File: config.mk
export PLATFORM = sky130hd
export DESIGN_NAME = ifu
export DESIGN_NICKNAME = d
export VERILOG_FILES = /design/src/rtl/ifu_pkg.sv /design/src/rtl/ifu_range_check.sv /design/src/rtl/ifu.sv
export SDC_FILE = /design/constraint.sdc
export NUM_CORES = 1
export LEC_CHECK = 0
export ABC_CLOCK_PERIOD_IN_PS = 1700
export CELL_PAD_IN_SITES_DETAIL_PLACEMENT = 0
export CELL_PAD_IN_SITES_GLOBAL_PLACEMENT = 1
export CORE_ASPECT_RATIO = 0.6
export CORE_UTILIZATION = 30
export CTS_CLUSTER_DIAMETER = 60
export DETAILED_ROUTE_END_ITERATION = 10
export GPL_TIMING_DRIVEN = 0
export PLACE_DENSITY = 0.82
export SYNTH_ARGS = -nofsm -noshare
export SYNTH_HDL_FRONTEND = slang
export SYNTH_SLANG_ARGS = --single-unit
File: constraint.sdc
create_clock -name clk -period 1.7 [get_ports clk]
set_clock_uncertainty 0.1 [all_clocks]
set_input_delay 0.255 -clock clk [delete_from_list [all_inputs] [get_ports clk]]
set_output_delay 0.255 -clock clk [all_outputs]
set_load 0.03 [all_outputs]
File: src/rtl/ifu_pkg.sv
// rtl/ifu_pkg.sv - shared instruction-memory constants and IFU state encodings
package ifu_pkg;

  // Instruction-memory interface constants shared with the datapath's im instance
  localparam logic [31:0] IM_START_ADDRESS = 32'h0000_3000;
  localparam int          IM_WORDS         = 1024;
  localparam logic        IM_ENABLED       = 1'b1;
  localparam logic        IM_DISABLED      = 1'b0;

  localparam logic [1:0] ST_BOOT  = 2'd0;
  localparam logic [1:0] ST_RUN   = 2'd1;
  localparam logic [1:0] ST_FAULT = 2'd2;

endpackage

File: src/rtl/ifu_range_check.sv
// rtl/ifu_range_check.sv - combinational legality check of a fetch address
module ifu_range_check #(
  parameter logic [31:0] START_ADDRESS = ifu_pkg::IM_START_ADDRESS,
  parameter int          IM_WORDS      = ifu_pkg::IM_WORDS
) (
  input  logic [31:0] pc,
  output logic        misaligned,
  output logic        out_of_range
);

  // One extra bit so a window ending exactly at 2^32 cannot wrap to zero
  localparam logic [32:0] PC_LIMIT = {1'b0, START_ADDRESS} + 33'(4 * IM_WORDS);

  assign misaligned   = (pc[1:0] != 2'b00);
  assign out_of_range = (pc < START_ADDRESS) || ({1'b0, pc} >= PC_LIMIT);

endmodule

File: src/rtl/ifu.sv
// rtl/ifu.sv - instruction fetch unit: PC, fetch FSM and IF/ID pipeline register
module ifu #(
  parameter logic [31:0] START_ADDRESS = ifu_pkg::IM_START_ADDRESS,
  parameter int          IM_WORDS      = ifu_pkg::IM_WORDS
) (
  input  logic        clk,
  input  logic        reset_n,
  input  logic        stall,
  input  logic        flush,
  input  logic        redirect_valid,
  input  logic [31:0] redirect_target,
  output logic [31:0] im_addr,
  output logic        im_enable,
  input  logic [31:0] im_result,
  output logic [31:0] ifid_instr,
  output logic [31:0] ifid_pc,
  output logic        ifid_valid,
  output logic        fetch_fault
);

  import ifu_pkg::*;

  logic [1:0]  state;
  logic [31:0] pc;
  logic [31:0] pc_next;
  logic        misaligned;
  logic        out_of_range;
  logic        pc_bad;

  ifu_range_check #(
    .START_ADDRESS (START_ADDRESS),
    .IM_WORDS      (IM_WORDS)
  ) u_range_check (
    .pc           (pc),
    .misaligned   (misaligned),
    .out_of_range (out_of_range)
  );

  assign pc_bad = misaligned | out_of_range;

  // Redirect beats stall; pc+4 wraps freely and is caught by the range check
  always_comb begin
    pc_next = pc + 32'd4;
    if (redirect_valid) begin
      pc_next = redirect_target;
    end else if (stall) begin
      pc_next = pc;
    end
  end

  always_ff @(posedge clk or negedge reset_n) begin
    if (!reset_n) begin
      state      <= ST_BOOT;
      pc         <= START_ADDRESS;
      ifid_instr <= 32'd0;
      ifid_pc    <= 32'd0;
      ifid_valid <= 1'b0;
    end else begin
      case (state)
        ST_BOOT: begin
          state <= ST_RUN;
        end
        ST_RUN: begin
          if (pc_bad) begin
            state      <= ST_FAULT;
            ifid_valid <= 1'b0;
          end else begin
            pc <= pc_next;
            if (redirect_valid || flush) begin
              ifid_valid <= 1'b0;
            end else if (!stall) begin
              ifid_instr <= im_result;
              ifid_pc    <= pc;
              ifid_valid <= 1'b1;
            end
          end
        end
        ST_FAULT: begin
          ifid_valid <= 1'b0;
        end
        default: begin
          state      <= ST_FAULT;
          ifid_valid <= 1'b0;
        end
      endcase
    end
  end

  assign im_addr     = pc;
  assign im_enable   = (state == ST_RUN) ? IM_ENABLED : IM_DISABLED;
  assign fetch_fault = (state == ST_FAULT);

endmodule
==> results.py, run 1 <==
metrics = {
    "run_status": {
        "status": "complete, but fails checks",
        "failed_checks": "negative setup slack",
    },
    "yosys": {
        "syn_inst": 304,
        "synth-seq-cells": 99,
        "syn_avg_cell_area_sq_um": 13.3,
        "yosysWarnings": 0,
        "synth_top_cell_by_area": "dfrtp_1",
        "synth_area_sq_mm": 0.00403,
        "synth_area_leaders": "dfrtp_1 (60%), mux2_1 (11%), a21o_1 (3.9%)",
        "netlist.area_leader.share_pct": 60.2,
        "syn_nets": 375,
        "ys_types": 41,
        "seq_area_frac_synth_pct": 61.5,
    },
    "place": {
        "dpl_cell_area_sq_mm": 0.00601,
        "gp_congestion": 0.791,
        "hpwlAfterDp_um": 7960,
        "port_buffers": 167,
    },
    "cts": {
        "clkTransAtPathRegs_ps": 70,
        "clk_path_buf_depth": 2,
        "cts_root_buf": "clkbuf_16",
        "tritoncts": "built",
        "clock_latency_ps": 350,
        "cts_num_sinks": 99,
        "cts_buffers": 9,
        "h-tree-depth": 3,
    },
    "route": {
        "first_iter_violations": 100,
        "drc": 0,
        "dr.pass1.iters": 4,
        "routed_wl_um": 11400,
        "wl_per_cell_um": 16.9,
        "num_vias": 3248,
        "ant_nets": 0,
        "viasPerCell": 4.80,
    },
    "final_layout": {
        "drive_gt1_share_pct": 26.4,
        "final_core_util_pct": 51.6,
        "final_cell_area_sq_mm": 0.00670,
        "fin_nets": 573,
        "antenna_cells": 0,
        "synthToLayoutAreaGrowth_pct": 66.1,
        "fillCellCount": 1113,
    },
    "critical_path": {
        "critPathArrivalTime_ps": 2240,
        "worstPathRequired_ps": 1830,
        "critPathKind": "reg -> reg",
        "critPathLaunchType": "register",
        "crit_fanout": 10,
        "crit_path_end_kind": "register",
    },
    "die": {
        "die_w_um": 152,
        "die_area_sq_mm": 0.0139,
        "die_y_um": 91.8,
        "start_util_pct": 31.1,
        "core_sq_mm": 0.0130,
        "io_pins": 168,
        "row_count": 32,
    },
    "timing": {
        "fin_crit_sh_pct": 124,
        "timing.final.ws_setup_ps": -410,
        "worst_slew_pin_slew_ps": 487,
        "fmax_mhz": 474,
        "rsz0062_at_grt": "true",
        "fin_crit_ps": 2110,
        "final-max-slew-violation-count": 0,
        "hold_viol": 0,
        "maxSlewHeadroom_pct": 67.5,
        "setup_violations": 98,
    },
    "global_routing": {
        "grt.total_usage_pct": 16.3,
        "grt_pass1_vias": 3246,
        "grt_max_degree": 64,
        "overflow": 0,
        "antenna_found_initial": 0,
        "grt_pass1_wl_um": 17400,
    },
    "run": {
        "drv_cap": 0,
    },
    "power": {
        "irDropWorstVdd_mv": 0.460,
        "p_per_area_mw_per_mm2": 701,
        "p_leak_nw": 3.61,
    },
    "min_path": {
        "hold_path_class": "in -> async",
    },
}
## layout by cell type (no fill, tap or decap), types with 5 or more instances in the layout
master	Yosys	routed
mux2_4	0	31
buf_12	0	6
nor2b_1	22	22
nand3_1	7	7
clkbuf_16	0	12
nand2_1	16	14
dlygate4sd2_1	0	94
mux2_1	38	7
o21ai_0	6	5
dfrtp_1	97	87
buf_4	1	12
a21o_1	21	21
dfrtp_2	0	10
mux2i_1	5	5
buf_6	4	8
a31oi_1	7	5
a21oi_2	0	6
clkbuf_2	0	5
clkdlybuf4s50_1	0	67
## kinds of logic after synthesis
kind of cell | after synthesis | share of synthesized area (%)
AND/OR/NAND/NOR | 76 | 12.0
multiplexers | 47 | 13.0
adder cells (fa/ha/maj) | 2 | 0.620
flip-flops | 99 | 61.5
AO/OA/AOI/OAI | 59 | 9.99
buffers and inverters | 21 | 2.95
## area by class of cell
class                   count  area, sq um  share of cell area (%)
inverters                   5         18.8                   0.280
clock inverters             6         46.3                   0.691
clock buffers              10          239                    3.57
repair buffers            190         1840                    27.5
plain buffers              13          173                    2.58
flip-flops and latches     99         2490                    37.2
well taps                 170          213                    3.17
multi-input cells         184         1680                    25.0
## critical path, cell delays in order (launching register included)
cell and delay (ps):
dfrtp_2 440, nor4_4 320, and4_1 270, and4_4 230
buf_12 150, buf_12 150, mux2_1 320
## cell usage after synthesis
| master | count |
|---|---|
| dfstp_2 | 2 |
| o41ai_1 | 2 |
| mux2_1 | 38 |
| and3_1 | 3 |
| o31ai_1 | 2 |
| o21ai_0 | 6 |
| nor4_1 | 6 |
| nor4b_4 | 1 |
| and2_1 | 3 |
| a41oi_1 | 1 |
| inv_1 | 4 |
| a31o_2 | 3 |
| dfrtp_1 | 97 |
| nor4_4 | 1 |
| clkbuf_1 | 6 |
| buf_2 | 5 |
| or2_2 | 1 |
| nand2b_2 | 1 |
| or2_1 | 2 |
| a41o_1 | 1 |
| a31oi_1 | 7 |
| mux2_2 | 4 |
| a21boi_0 | 2 |
| a211oi_1 | 1 |
| and4_1 | 4 |
| o22ai_1 | 2 |
| nand4_1 | 4 |
| nor2b_1 | 22 |
| nor3_1 | 2 |
| inv_2 | 1 |
| mux2i_1 | 5 |
| nand2_1 | 16 |
| buf_4 | 1 |
| a21o_1 | 21 |
| or4_1 | 1 |
| o32ai_1 | 1 |
| buf_6 | 4 |
| nor4_2 | 2 |
| nand3_1 | 7 |
| ha_1 | 2 |
| a21oi_1 | 10 |
## layer usage
metal  track usage, %  wire length [um]  vias to the layer above
li1                 -                 -                     1499
met1             22.3              5510                     1614
met2             25.0              4920                      125
met3             4.98               897                       10
met4             4.13                86                        0
met5                0                 0                        -
## final timing paths
check                            start        endpoint  slack (ps)  depth (start not counted)
setup / recovery           im_addr[28]  ifid_instr[23]        -410                          6
hold / removal                 reset_n  ifid_instr[19]         320                          2
setup reg to reg           im_addr[28]  ifid_instr[23]        -410                          6
hold reg to reg            ifid_pc[12]     ifid_pc[12]         370                          1
max in group asynchronous      reset_n     im_addr[12]         460                          3
min in group clk           ifid_pc[12]     ifid_pc[12]         370                          1
## timing repair
item                                    in CTS  in global routing
gates resized for setup                    135                 58
hold endpoints to repair                    36                  0
pin swaps                                   12                  4
cloned                                       2                  2
hold buffers                                 1                  0
buffers inserted                            14                  4
endpoints found under the setup margin     197                102
## power by group
part,internal [mW],total [mW],switching (mW)
Sequential,2.36,2.38,0.0178
Combinational,0.189,0.333,0.144
Clock,1.05,1.98,0.933
## through the flow
stage / instances / power (mW) / worst slack (ps) / setup TNS [ps] / hold slack [ps]
after global routing: 677 / 4.91 / -475 / -36150 / 374
after floorplan: 304 / 2.50 / -324 / -16060 / -141
final: 677 / 4.69 / -410 / -28690 / 316
after global placement: 641 / 2.74 / -3750 / -377880 / 348
after CTS: 673 / 4.75 / -422 / -29920 / 321
after detailed placement: 642 / 2.75 / -616 / -44140 / 152
## state kept, by name (all words and copies together) (netlist names)
| signal | count |
|---|---|
| ifid_instr | 32 |
| ifid_pc | 32 |
| ifid_valid | 1 |
| im_addr | 32 |
| state | 2 |
(Power assumes the default switching activity.)
==> inputs of run 2 (changes only) <==
--- a/config.mk
+++ b/config.mk
@@ -9,11 +9,12 @@
 export CELL_PAD_IN_SITES_DETAIL_PLACEMENT = 0
 export CELL_PAD_IN_SITES_GLOBAL_PLACEMENT = 1
 export CORE_ASPECT_RATIO = 0.6
-export CORE_UTILIZATION = 30
+export CORE_UTILIZATION = 31
 export CTS_CLUSTER_DIAMETER = 60
 export DETAILED_ROUTE_END_ITERATION = 10
 export GPL_TIMING_DRIVEN = 0
-export PLACE_DENSITY = 0.82
+export PLACE_DENSITY_LB_ADDON = 0.1
 export SYNTH_ARGS = -nofsm -noshare
 export SYNTH_HDL_FRONTEND = slang
+export SYNTH_HIERARCHICAL = 1
 export SYNTH_SLANG_ARGS = --single-unit
==> run 2 against run 1 <==
  * The run still ends with negative setup slack left
  * Total power grew 7.3%
  * First-iteration DRC count rose to 3.2 times the previous value
  * Design area increased by 19%
  * Combinational power grew 75%
  * Sequential share of layout area fell by 5.9 points
  * Cell count is 25% higher
  * Clock power barely moved
  * Global-route usage up 5.3 points
  * Maximum frequency is 26% lower
  * Count of clock-buffer cells in the layout up 1
  * Via count up 41%
  * Largest cell class is now multi-input gates
  * Highest routed layer unchanged
==> results.py, run 2 <==
metrics = {
    "run_status": {
        "status": "complete, but fails checks",
        "failed_checks": "negative setup slack",
    },
    "power": {
        "irDropWorstVdd_mv": 0.459,
        "p_per_area_mw_per_mm2": 631,
        "power_mw": 5.04,
        "p_leak_nw": 3.73,
    },
    "yosys": {
        "ys_types": 57,
        "synth_area_leaders": "dfrtp_1 (50%), mux2_1 (11%), mux2_2 (4.0%)",
        "synth-seq-cells": 99,
        "synth_most_common_cell": "dfrtp_1",
        "syn_nets": 496,
        "synth-edff-count": 0,
        "synth_top_cell_by_area": "dfrtp_1",
        "yosysWarnings": 6,
        "netlist.area_leader.share_pct": 50.2,
        "seq_area_frac_synth_pct": 51.3,
        "synth_area_sq_mm": 0.00483,
        "syn_inst": 426,
        "syn_avg_cell_area_sq_um": 11.3,
        "async_reset_ff_share_pct": 100,
        "synthFlopType": "dfrtp_1",
        "synth_common_cells": "dfrtp_1 (97), mux2_1 (49), o21ai_0 (21)",
    },
    "global_routing": {
        "grt_busiest_layer": "met1",
        "antenna_found_initial": 0,
        "grt_max_degree": 55,
        "grtUsageMet1_pct": 32.0,
        "grt_pass1_wl_um": 26100,
        "grt_pass1_vias": 4532,
        "use_met2_pct": 30.8,
        "grt.total_usage_pct": 21.6,
        "overflow": 0,
        "met3_usage_pct": 5.89,
    },
    "critical_path": {
        "r2r_setup_slack_ps": -1150,
        "crit_path_end_kind": "register",
        "crit_fanout": 7,
        "critPathArrivalTime_ps": 2970,
        "critPathLaunchType": "register",
        "critPathKind": "reg -> reg",
        "worstPathRequired_ps": 1820,
    },
    "final_layout": {
        "final_cell_area_sq_mm": 0.00798,
        "synthToLayoutAreaGrowth_pct": 65.2,
        "final_core_util_pct": 53.7,
        "fin_nets": 712,
        "multiInputGateArea_sq_mm": 0.00263,
        "fillCellCount": 1357,
        "final_cell_mix": "dlygate4sd2_1 (87), dfrtp_1 (85), clkdlybuf4s50_1 (65)",
        "antenna_cells": 0,
        "final_common_cell": "dlygate4sd2_1",
        "seq_area_sq_mm": 0.00249,
        "drive_gt1_share_pct": 30.9,
    },
    "route": {
        "first_iter_violations": 323,
        "ant_nets": 0,
        "routed_wl_um": 17900,
        "dr.pass1.iters": 5,
        "wl_per_cell_um": 21.1,
        "viasPerCell": 5.41,
        "drc": 0,
        "num_vias": 4575,
    },
    "timing": {
        "hold_viol": 0,
        "fin_crit_ps": 2850,
        "timing.final.ws_setup_ps": -1150,
        "rsz0062_at_grt": "true",
        "maxSlewHeadroom_pct": 45.1,
        "fmax_mhz": 351,
        "final-max-slew-violation-count": 0,
        "setup_violations": 99,
        "worst_slew_pin_slew_ps": 817,
        "fin_crit_sh_pct": 167,
    },
    "die": {
        "io_pins": 168,
        "core_sq_mm": 0.0148,
        "die_area_sq_mm": 0.0161,
        "die_w_um": 163,
        "start_util_pct": 32.5,
        "row_count": 34,
        "die_y_um": 98.7,
    },
    "place": {
        "gp_congestion": 0.837,
        "dpl_cell_area_sq_mm": 0.00680,
        "hpwlAfterDp_um": 12200,
        "port_buffers": 165,
        "place_worst_setup_slack_ps": -1430,
    },
    "cts": {
        "cts_root_buf": "clkbuf_16",
        "h-tree-depth": 3,
        "tritoncts": "built",
        "cts_buffers": 9,
        "clkTransAtPathRegs_ps": 80,
        "clk_path_buf_depth": 2,
        "cts_num_sinks": 99,
        "clock_latency_ps": 350,
    },
    "min_path": {
        "hold_path_class": "in -> async",
    },
    "run": {
        "drv_cap": 0,
    },
}
run 2: cell count changes in the layout (fill, tap and decap cells not counted), moves of 8 or more:
| cell | change |
|---|---|
| mux2_4 | +17 |
| o21ai_2 | +8 |
| nor3_1 | +9 |
| a311oi_1 | +8 |
| a21o_1 | -17 |
| clkbuf_1 | +14 |
| nor2b_1 | -20 |
| or3_1 | +9 |
| nor2_1 | +16 |
| buf_6 | +9 |
run 2: path summary, 6_finish.rpt:
path | startpoint | to | cells past startpoint
max in group asynchronous | reset_n | im_addr[12] | 3
min in group clk | ifid_pc[4] | ifid_pc[4] | 1
max | im_addr[13] | ifid_instr[13] | 9
max reg2reg | im_addr[13] | ifid_instr[13] | 9
min reg2reg | ifid_pc[4] | ifid_pc[4] | 1
min | reset_n | ifid_pc[11] | 2
run 2: cell families after synthesis:
family / count (synthesis) / synth area share (%)
simple gates: 129 / 15.3
flops: 99 / 51.3
compound gates: 89 / 12.7
mux: 70 / 16.2
buf+inv: 38 / 4.25
fa+ha+maj: 1 / 0.259
run 2: per-layer routing:
| layer | up-vias | routed length [um] |
|---|---|---|
| li1 | 2055 | - |
| met1 | 2293 | 8800 |
| met2 | 215 | 7500 |
| met3 | 12 | 1430 |
| met4 | 0 | 142 |
| met5 | - | 0 |
run 2: final cells by class:
| cell class | count | area share (%) |
|---|---|---|
| plain buffers | 30 | 3.34 |
| clock buffers | 11 | 2.92 |
| clock inverters | 5 | 0.580 |
| inverters | 7 | 0.329 |
| multi-input cells | 289 | 32.9 |
| flip-flops and latches | 99 | 31.3 |
| well taps | 198 | 3.10 |
| repair buffers | 206 | 25.6 |
run 2: timing repair:
| item | 4_1_cts | 5_1_grt |
|---|---|---|
| endpoints found under the hold margin | 44 | 0 |
| pin swaps | 6 | 13 |
| cloned | 2 | 6 |
| setup buffers | 17 | 14 |
| hold buffers | 1 | 0 |
| gates resized for setup | 155 | 127 |
| endpoints found under the setup margin | 198 | 109 |
run 2: per-stage QoR:
step	std cells	TNS (ps)	hold slack (ps)
after detailed placement	790	-124260	220
after floorplan	426	-93050	-141
final	845	-103290	352
after CTS	826	-104930	381
after global placement	789	-480120	365
after global routing	845	-110420	388
run 2: power breakdown:
group          switching (mW)  total (mW)  internal [mW]  leakage (nW)
sequential             0.0580        2.46           2.40          1.31
clock                   0.975        2.00           1.02         0.137
combinational           0.312       0.583          0.271          2.29
run 2: critical path: stages (launching register included):
cell	delay, ps
dfstp_2	550
nor4b_4	240
and3_4	250
nand3_4	70
or4b_4	550
nor4_4	180
buf_6	160
buf_12	150
clkbuf_16	160
mux2_4	300
==> inputs of run 3 (changes only) <==
--- a/config.mk
+++ b/config.mk
@@ -8,12 +8,12 @@
 export ABC_CLOCK_PERIOD_IN_PS = 1700
 export CELL_PAD_IN_SITES_DETAIL_PLACEMENT = 0
 export CELL_PAD_IN_SITES_GLOBAL_PLACEMENT = 1
-export CORE_ASPECT_RATIO = 0.6
 export CORE_UTILIZATION = 31
 export CTS_CLUSTER_DIAMETER = 60
 export DETAILED_ROUTE_END_ITERATION = 10
 export GPL_TIMING_DRIVEN = 0
 export PLACE_DENSITY_LB_ADDON = 0.1
+export RECOVER_POWER = 25
 export SYNTH_ARGS = -nofsm -noshare
 export SYNTH_HDL_FRONTEND = slang
 export SYNTH_HIERARCHICAL = 1
==> run 3 against run 2 <==
  * The flow still finishes with violations (negative setup slack)
  * Maximum frequency up 1.3%
  * Design area down 1.5%
  * Sequential cell count unchanged
  * Total power down 0.51%
  * Global-route usage down 0.51 points
  * Count of clock-buffer cells in the layout unchanged
  * Cell count down 1.3%
  * Register-to-register slack better by 40 ps
  * Clock power about the same
  * Combinational power down 3%
  * Wire length down 3.8%
  * Critical endpoint is now ifid_instr[16]
  * Largest cell class unchanged
  * Highest routed layer unchanged
==> results.py, run 3 (synthesis results as in run 2) <==
metrics = {
    "timing": {
        "timing.final.ws_setup_ps": -1110,
        "fin_crit_ps": 2810,
        "hold_viol": 0,
        "setup_violations": 99,
        "fin_crit_sh_pct": 165,
        "final-max-slew-violation-count": 0,
        "fmax_mhz": 356,
        "worst_slew_pin_slew_ps": 912,
        "maxSlewHeadroom_pct": 39.2,
        "tns_ps": -100840,
        "rsz0062_at_grt": "true",
    },
    "critical_path": {
        "crit_path_end_kind": "register",
        "cp_slowest_stage_delay_ps": 570,
        "r2r-end": "ifid_instr[16]",
        "critPathArrivalTime_ps": 2940,
        "crit_fanout": 10,
        "r2r_setup_slack_ps": -1110,
        "cp_num_buf_inv": 2,
        "r2r-start": "im_addr[18]",
        "cp-startpoint": "im_addr[18]",
        "cp_cell_sequence": "nor4b_4, and3_4, nand3_4, or4b_4, nor4_4, buf_6, buf_8, mux2_1",
        "critPathSlowestCell": "or4b_4",
        "critPathKind": "reg -> reg",
        "endpoint": "ifid_instr[16]",
        "crit_family": "simple AND/OR/NAND/NOR gates",
        "path_depth": 8,
        "critPathLaunchType": "register",
        "worstPathRequired_ps": 1830,
        "r2r_cells": 8,
    },
    "min_path": {
        "hold_path_class": "reg -> reg",
    },
    "power": {
        "irDropWorstVdd_mv": 0.468,
        "p_per_area_mw_per_mm2": 637,
        "p_leak_nw": 3.70,
    },
    "final_layout": {
        "final_cell_mix": "dfrtp_1 (85), dlygate4sd2_1 (82), clkdlybuf4s50_1 (65)",
        "fillCellCount": 1396,
        "final_common_cell": "dfrtp_1",
        "synthToLayoutAreaGrowth_pct": 62.8,
        "antenna_cells": 0,
        "drive_gt1_share_pct": 29.9,
        "fin_nets": 711,
    },
    "route": {
        "routed_wl_um": 17200,
        "num_vias": 4540,
        "dr.pass1.iters": 4,
        "first_iter_violations": 225,
        "drc": 0,
        "met2_length_um": 7990,
        "viasPerCell": 5.44,
        "wl_per_cell_um": 20.6,
        "routedLengthMet1_um": 7930,
        "ant_nets": 0,
        "wl_met3_um": 1060,
        "routed.top_layer": "met4",
    },
    "cts": {
        "cts_root_buf": "clkbuf_16",
        "cts_buffers": 9,
        "h-tree-depth": 3,
        "cts_num_sinks": 99,
        "clock_latency_ps": 350,
        "tritoncts": "built",
        "clk_path_buf_depth": 2,
        "clkTransAtPathRegs_ps": 70,
    },
    "die": {
        "io_pins": 168,
        "start_util_pct": 31.8,
        "core_sq_mm": 0.0152,
        "die_y_um": 127,
        "die_area_sq_mm": 0.0161,
        "die_w_um": 127,
        "row_count": 45,
    },
    "global_routing": {
        "antenna_found_initial": 0,
        "grt_max_degree": 68,
        "grt.total_usage_pct": 21.1,
        "grt_pass1_vias": 4538,
        "grt_pass1_wl_um": 26000,
        "overflow": 0,
    },
    "run": {
        "drv_cap": 0,
    },
    "place": {
        "port_buffers": 165,
        "place_worst_setup_slack_ps": -1360,
        "gp_congestion": 0.844,
        "hpwlAfterDp_um": 11300,
    },
    "run_status": {
        "status": "complete, but fails checks",
        "failed_checks": "negative setup slack",
    },
}
==> run 3: final cells by class <==
type                            count  area, sq um  share of cell area (%)
Buffer                             30          273                    3.47
Clock buffer                       11          253                    3.21
Clock inverter                      5         36.3                   0.461
Inverter                            7         26.3                   0.334
Multi-Input combinational cell    289         2590                    32.9
Sequential cell                    99         2490                    31.7
Tap cell                          188          235                    2.99
Timing Repair Buffer              205         1950                    24.9
==> run 3: worst min path at each step <==
| stage | startpoint | cells past startpoint | to |
|---|---|---|---|
| final | ifid_instr[7] | 1 | ifid_instr[7] |
| after global routing | ifid_instr[17] | 1 | ifid_instr[17] |
| after CTS | reset_n | 2 | ifid_instr[25] |
| after detailed placement | reset_n | 1 | ifid_instr[21] |
| after global placement | ifid_valid | 1 | ifid_valid |
| after floorplan | reset_n | 0 | ifid_instr[0] |
==> run 3: through the flow <==
stage	util, %	hold WS [ps]	area, sq um	power (mW)	std cells
2_1_floorplan	-	-141	4870	2.69	426
3_3_place_gp	44.5	364	6760	3.04	779
3_5_place_dp	44.6	150	6790	3.06	780
4_1_cts	49.6	318	7540	5.08	818
5_1_grt	51.7	399	7860	5.22	834
6_report	51.7	379	7860	5.01	834
==> run 3: worst reg2reg max path: stages (launching register included) <==
cell,delay (ps)
dfrtp_1,490
nor4b_4,270
and3_4,240
nand3_4,60
or4b_4,570
nor4_4,200
buf_6,250
buf_8,170
mux2_1,330
==> run 3: timing repair <==
item                       4_1_cts  5_1_grt
setup buffers                   18       15
resized for setup              199       86
gates cloned                     3        3
hold buffers                     1        0
hold endpoints to repair        30        0
pin swaps                        2       12
setup endpoints to repair      198      114
==> run 3: per-layer routing <==
layer / vias to the layer above / global-route usage [%]
met1: 2295 / 28.9
met4: 0 / 4.97
met2: 185 / 33.4
met3: 14 / 5.36
met5: - / 0
li1: 2046 / -
==> run 3: power breakdown <==
part	switching, mW	internal (mW)
logic	0.307	0.260
clock network	0.914	1.08
registers	0.0529	2.40
